===== src/rtl/icache_refill.sv =====
// Instruction-cache refill engine: owns the instruction memory and
// returns a full 4-word line plus tag after a fixed memory latency.
module icache_refill #(
  parameter int MEM_LATENCY = 4,
  parameter int IMEM_DEPTH  = 32,
  parameter int WORD_W      = 32
) (
  input  logic                  clk,
  input  logic                  reset,
  input  logic                  miss_req,
  input  logic [5:0]            miss_addr,
  input  logic                  imem_we,
  input  logic [4:0]            imem_waddr,
  input  logic [WORD_W-1:0]     imem_wdata,
  output logic                  wr_icache,
  output logic [4*WORD_W-1:0]   wr_line,
  output logic [8:0]            wr_tag,
  output logic                  busy,
  output logic [7:0]            refill_count
);

  typedef enum logic [2:0] {
    IDLE, WAIT, BURST, FILL, COOL
  } state_t;

  localparam logic [3:0] LAT_LAST = 4'(MEM_LATENCY - 1);

  state_t state, nextState;

  logic [WORD_W-1:0] imem [IMEM_DEPTH];
  logic [WORD_W-1:0] lineBuf [3];
  logic [WORD_W-1:0] rdWord;
  logic [2:0]        tag;
  logic [3:0]        latCnt;
  logic [1:0]        beat;
  logic              accept;
  logic              unusedAddrBits;

  assign unusedAddrBits = ^{miss_addr[5], miss_addr[1:0]};

  // COOL also accepts so a held miss repeats every MEM_LATENCY+6 cycles
  assign accept = miss_req && (state == IDLE || state == COOL);
  assign rdWord = imem[{tag, beat}];

  // loader write port; contents survive reset
  always_ff @(posedge clk) begin
    if (imem_we)
      imem[imem_waddr] <= imem_wdata;
  end

  // state register
  always_ff @(posedge clk or posedge reset) begin
    if (reset)
      state <= IDLE;
    else
      state <= nextState;
  end

  // next-state logic
  always_comb begin
    nextState = state;
    unique case (state)
      IDLE:  if (miss_req) nextState = WAIT;
      WAIT:  if (latCnt == LAT_LAST) nextState = BURST;
      BURST: if (beat == 2'd3) nextState = FILL;
      FILL:  nextState = COOL;
      COOL:  nextState = miss_req ? WAIT : IDLE;
      default: nextState = IDLE;
    endcase
  end

  // registered outputs and refill datapath
  always_ff @(posedge clk or posedge reset) begin
    if (reset) begin
      tag          <= '0;
      latCnt       <= '0;
      beat         <= '0;
      lineBuf[0]   <= '0;
      lineBuf[1]   <= '0;
      lineBuf[2]   <= '0;
      wr_icache    <= 1'b0;
      wr_line      <= '0;
      wr_tag       <= '0;
      busy         <= 1'b0;
      refill_count <= '0;
    end else begin
      wr_icache <= (nextState == FILL);
      busy      <= (nextState != IDLE);
      if (accept) begin
        tag    <= miss_addr[4:2];
        latCnt <= '0;
      end else if (state == WAIT) begin
        latCnt <= latCnt + 4'd1;
      end
      if (state == WAIT)
        beat <= '0;
      else if (state == BURST)
        beat <= beat + 2'd1;
      if (state == BURST && beat != 2'd3)
        lineBuf[beat] <= rdWord;
      if (state == BURST && beat == 2'd3) begin
        wr_line <= {rdWord, lineBuf[2], lineBuf[1], lineBuf[0]};
        wr_tag  <= {1'b1, 3'b000, tag, 2'b01};
        if (refill_count != 8'hFF)
          refill_count <= refill_count + 8'd1;
      end
    end
  end

endmodule


===== config.mk =====
export PLATFORM = sky130hd
export DESIGN_NAME = icache_refill
export DESIGN_NICKNAME = d
export VERILOG_FILES = /design/src/rtl/icache_refill.sv
export SDC_FILE = /design/constraint.sdc
export NUM_CORES = 2
export LEC_CHECK = 0
export BUFFER_PORTS_ARGS = -buffer_cell sky130_fd_sc_hd__buf_2
export CAP_MARGIN = 20
export CORE_MARGIN = 5
export CORE_UTILIZATION = 60
export DETAILED_ROUTE_END_ITERATION = 7
export GPL_ROUTABILITY_DRIVEN = 0
export HOLD_SLACK_MARGIN = 0.12
export MAX_ROUTING_LAYER = met4
export PLACE_DENSITY = 0.78
export SLEW_MARGIN = 20
export SYNTH_ARGS = -nofsm -noshare
export SYNTH_HDL_FRONTEND = slang
export SYNTH_SLANG_ARGS = --single-unit

===== constraint.sdc =====
create_clock -name clk -period 13.68 [get_ports clk]
set_clock_uncertainty 0.1 [all_clocks]
set_input_delay 0.684 -clock clk [delete_from_list [all_inputs] [get_ports clk]]
set_output_delay 0.684 -clock clk [all_outputs]
set_load 0.05 [all_outputs]

======== Yosys cells after proc, flatten, opt, wreduce, memory -nomap -nowiden ========
Memories as Yosys holds them, arrays and structs flattened.
Cells that the tools add are included.
storage, ports and cells
  word-level logic and storage cells ...... 52
  bits of input ports ..................... 47
  flip-flop bits (word level) ............. 251
  output and inout bits ................... 147
  RAM bits ................................ 1024
  memories ................................ 1
memories
  name  words  width  rd ports  clocked after memory_dff  write ports  line  RTL
  imem  32     32     1         0                         1            30    logic [WORD_W-1:0] imem [IMEM_DEPTH];
operators by class
  add/sub/neg operators ................... 3
  equality and inequality tests ........... 9
  multiplexer cells ....................... 14
  magnitude comparators ................... 2
  reductions and logical operators ........ 10
  bitwise logic cells ..................... 1
operator list
  kind                 number
  $bwmux 96            1
  $demux 32 s2         1
  $mux 32              1
  $pmux 3 s5           1
  $eq 3x2->1 const B   3
  $mux 3               3
  $add 8x1->8 const B  1
  $mux 4               2
  $ne 8x8->1 const B   1
  $add 4x1->4 const B  1
  $eq 4x2->1 const B   1
  $logic_and 1x1->1    4
  $mux 2               2
  $reduce_bool 2->1    2
  $eq 3x1->1 const B   1
  $eq 3x3->1 const B   1
  $ge 3x3->1 const B   1
  $logic_not 3->1      1
  $lt 3x1->1 const B   1
  $mux 1               3
  $not 2->3            1
  $reduce_bool 3->1    1
  $add 2x1->2 const B  1
  $eq 2x2->1 const B   1
  3 further kinds      3

======== Longest topological paths before layout ========
  word-level depth ........................ 6
  gate-level depth with buffers ........... 8
  mapped depth without buffers ............ 6

======== Worst setup path before layout ========
OpenSTA, ideal clock, no wires.
  path kind ............................... input -> register
  from .................................... input port imem_waddr[1]
  to ...................................... memory imem[12][0], enable pin
  required time ........................... 13.159 ns
  library setup time ...................... 0.421 ns
  path buffers ............................ 1
  stages .................................. 3
  arrival ................................. 2.697 ns
  setup slack ............................. 10.462 ns
  path through ............................ or3b_2 > clkbuf_1 > nor2_1
RTL lines
  what             line  RTL
  start, declared  13    input logic [4:0] imem_waddr,
  end, declared    30
Straight into the memory's write port.

======== Final worst setup path ========
  from .................................... register beat[1]
  to ...................................... register lineBuf[11] (netlist name)
on the way
  word-level cells in the longest chain between the ends .. 6
  elaborated cells between the ends (all ways) .. 10
  classes of those cells .................. order compare: 2; eq/ne: 1; mux: 3; bitwise: 1; reduce/logical: 2; memory: 1
ends and longest elaborated chain
  what                                                                   line  RTL
  start, declared                                                        35    logic [1:0] beat;
  start signal, assigned                                                 98    beat <= beat + 2'd1;
  $not 2->3 (implied by the code)                                        100   lineBuf[beat] <= rdWord;
  $ge 3x3->1 (implied by the code) / $lt 3x1->1 (equally long branches)  100
  $logic_and 1x1->1 (implied by the code)                                100
  $mux 32 (implied by the code)                                          100
  $demux 32 s2                                                           100
  $bwmux 96                                                              100
  end signal, assigned by index                                          100
  end, declared                                                          31    logic [WORD_W-1:0] lineBuf [3];
Several ways; a longest one is shown, not always the timed one.
A chain may end at the register's enable or synchronous reset.

==> run_results.csv <==
group,metric,value,unit
floorplanning,die_y,296.2,um
routing,firstDrtPassIters,5,
clock_tree,cts_inserted_buffers,117,
critical_path,cp-start-kind,"flip-flop",
sta,worst_slew_pin_slew,1.186,ns
floorplanning,io_pins,194,
sta,setup_slack,8.784,ns
run,drv_cap,0,
finish,nNetsFinal,2967,
global_route,grt_first_pass_wirelength,166400,um
hold_path,hold_class,"in2reg",
power,power_frac_seq,0.472,
logic_synthesis,yosysSeqAreaShare,0.7531,
global_route,globalRouteOverflowTotal,0,
routing,wl_per_cell,27.81,um
power,p_comb_frac,0.180,
sta,period_needed,4.896,ns
sta,fmax,204.2,MHz
logic_synthesis,avgSynthCellArea,18.13,sq um
power,switching_share,0.2844,
floorplanning,dieWidth,296.2,um
sta,slew_viol_final,0,
clock_tree,clk_pin_slew,0.06,ns
sta,fin_hold_ws,0.1698,ns
floorplanning,coreArea,0.08172,sq mm
clock_tree,clock-sinks,1274,
routing,routed_wl,113900,um
clock_tree,cts_htree_levels,3,
clock_tree,post_cts_resized,0,
finish,fin_util,0.6770,
power,clock_power_share,0.347,
logic_synthesis,synthCells,2711,
logic_synthesis,yosysUniqueCellTypes,36,
critical_path,criticalPathCategory,"reg2reg",
clock_tree,cts_tree,"yes",
floorplanning,start_util,0.6013,
routing,vias_per_cell,6.343,
logic_synthesis,yosys_warnings,0,
place,post-place-ws,8.873,ns
critical_path,rrSetupSlack,8.78,ns
global_route,antenna_found_initial,11,
sta,tns,0,ns
sta,slew_headroom,0.2030,
routing,vias,25970,
logic_synthesis,ys_ff_latch,1274,
power,ir_drop,0.1507,mV
place,dp_hpwl,60060,um
sta,finalCritPeriodShare,0.3579,
floorplanning,die-area,0.08772,sq mm
critical_path,arrival,5.41,ns
routing,first_iter_violations,2751,
global_route,grt_use_total,0.2639,
logic_synthesis,synth_area,0.04914,sq mm
global_route,grt_pass1_vias,26170,
finish,n_fill_cell,5085,
sta,finalSetupViolCount,0,
clock_tree,clk-insertion-delay-late,0.68,ns
routing,drc,0,
clock_tree,cts_buffer_depth,3,
clock_tree,cts_root_buffer,"clkbuf_16",
finish,syn2layout_area_growth,12.59,%
sta,hold_viol,0,
clock_tree,post_cts_buffers,0,
floorplanning,rows,105,
place,port_buffers,186,
power,net-switching-power,0.002665,W
finish,drive_gt1_frac,0.2189,
critical_path,critPathMaxFanout,140,
critical_path,critPathCaptureType,"flip-flop",
power,p_per_area,169.4,mW/mm^2
critical_path,cp.required,14.20,ns
routing,ant_nets,0,
power,leakagePower,19.02,nW
power,cell_internal_pwr,0.006707,W
sta,rsz0062_at_grt,"no",
global_route,grt_start_max_net_pins,141,
outcome,status,"complete, no violations",
## cell families (layout without fill, tap and decap cells)
family,Yosys count,after routing,share of synthesized area
buffers and inverters,164,465,0.01602
AND/OR/NAND/NOR,120,120,0.01693
flip-flops,1274,1274,0.7531
AO/OA/AOI/OAI,392,392,0.05316
multiplexers,744,744,0.1574
other,1,13,0.00007631
adder cells (fa/ha/maj),6,6,0.001528
XOR/XNOR,10,10,0.001782
## worst max-delay path, stage by stage, from the launching register on
cell and delay [ns]:
dfrtp_4 1.10, buf_12 0.76, buf_4 0.90, mux2i_1 0.19, a22oi_1 0.23, a21oi_1 0.12, nor4_2 0.89, mux2_2 0.29
## final timing paths
| kind | start | end | depth (start not counted) |
|---|---|---|---|
| setup / recovery | beat[1]$_DFFE_PP0P_ | lineBuf[11]$_DFFE_PP0P_ | 7 |
| min in group asynchronous | reset | lineBuf[94]$_DFFE_PP0P_ | 3 |
| hold reg to reg | wr_tag[0]$_DFFE_PP0P_ | wr_tag[0]$_DFFE_PP0P_ | 1 |
| setup reg to reg | beat[1]$_DFFE_PP0P_ | lineBuf[11]$_DFFE_PP0P_ | 7 |
| max in group asynchronous | reset | wr_line[47]$_DFFE_PP0P_ | 5 |
| hold / removal | miss_addr[4] | tag[2]$_DFFE_PP0P_ | 2 |
## Yosys cell counts
| master | number | area (sq um) |
|---|---|---|
| and3_1 | 3 | 18.77 |
| or3_1 | 3 | 18.77 |
| buf_1 | 17 | 63.81 |
| nand3_1 | 2 | 10.01 |
| or2_2 | 2 | 12.51 |
| a21oi_1 | 130 | 650.6 |
| nor3_1 | 1 | 5.000 |
| clkbuf_1 | 69 | 259.0 |
| conb_1 | 1 | 3.750 |
| edfxtp_1 | 1024 | 30750 |
| a22oi_1 | 257 | 1929 |
| a31oi_2 | 1 | 12.51 |
| nor4_2 | 32 | 400.4 |
| or3b_2 | 2 | 17.52 |
| nand3b_1 | 5 | 37.54 |
| nand2_1 | 10 | 37.54 |
| ha_1 | 6 | 75.07 |
| mux2_1 | 74 | 833.3 |
| nor3b_1 | 2 | 15.01 |
| nor4_1 | 1 | 6.260 |
| and2_1 | 2 | 12.51 |
| nand4_1 | 4 | 25.02 |
| mux2i_1 | 513 | 5135 |
| clkbuf_4 | 2 | 15.01 |
| xor2_1 | 3 | 26.28 |
| dfrtp_1 | 250 | 6256 |
| nor2_1 | 43 | 161.4 |
| nor4bb_1 | 1 | 10.01 |
| nor2b_1 | 5 | 31.28 |
| mux2_2 | 157 | 1768 |
| o21ai_0 | 4 | 20.02 |
| buf_4 | 30 | 225.2 |
| inv_1 | 5 | 18.77 |
| xnor2_1 | 7 | 61.31 |
| buf_2 | 41 | 205.2 |
| nand2b_1 | 2 | 12.51 |
## what timing repair did
action / 4_1_cts / 5_1_grt
hold endpoints to repair: 99 / 0
endpoints found under the setup margin: 0 / 0
hold buffers: 1 / 0
## metrics by stage
step / std cells / total power, W / instance area (sq um)
floorplan: 2714 / 0.005450 / 49150
global placement: 3864 / 0.006100 / 51390
detailed placement: 3864 / 0.006158 / 51390
CTS: 4085 / 0.009372 / 55300
global route: 4093 / 0.009669 / 55320
finish: 4094 / 0.009372 / 55330
## flip-flops by register name, summed over array words and instances, names as in the netlist, 3 cells and up
| register | cells |
|---|---|
| imem | 1024 |
| latCnt | 4 |
| lineBuf | 96 |
| refill_count | 8 |
| state | 3 |
| tag | 3 |
| wr_line | 128 |
| wr_tag | 4 |
## final cells by class
cell class	count	area (sq um)	area share
multi-input cells	1276	11650	0.2106
diodes	9	22.52	0.0004071
clock buffers	154	3277	0.05923
well taps	1070	1339	0.02420
inverters	5	26.28	0.0004749
flip-flops and latches	1274	37010	0.6689
repair buffers	240	1376	0.02488
clock inverters	66	621.8	0.01124
## layout by cell type (no fill, tap or decap), drive strengths merged, types with 3 or more instances in the layout
master	netlist	layout
nor2	43	43
and3	3	3
mux2i	513	513
clkbuf	71	154
o21ai	4	4
nand4	4	4
nand3b	5	5
edfxtp	1024	1024
inv	5	9
ha	6	6
diode	0	9
mux2	231	231
conb	1	4
dfrtp	250	250
xor2	3	3
buf	88	239
nor4	33	33
or3	3	3
a22oi	257	257
clkinvlp	0	8
bufinv	0	11
clkinv	0	43
nand2	10	10
xnor2	7	7
nor2b	5	5
a21oi	130	130
## per-layer routing
metal	part of all wire	GRT usage	wire, um	vias to the layer above
met2	0.49	0.4255	55710	1344
met3	0.095	0.04643	10800	180
met4	0.021	0.06420	2340	0
met1	0.40	0.3589	45020	13320
met5	0	-	0	-
li1	-	-	-	11130
## power groups by stage
stage          Clock (W)  Combinational, W  Sequential (W)
2_1_floorplan          0          0.000981         0.00447
3_3_place_gp           0           0.00161         0.00449
3_5_place_dp           0           0.00165         0.00450
4_1_cts          0.00329           0.00166         0.00442
5_1_grt          0.00345           0.00178         0.00444
6_report         0.00326           0.00169         0.00442
No activity file was read; power rests on OpenSTA's default activity.
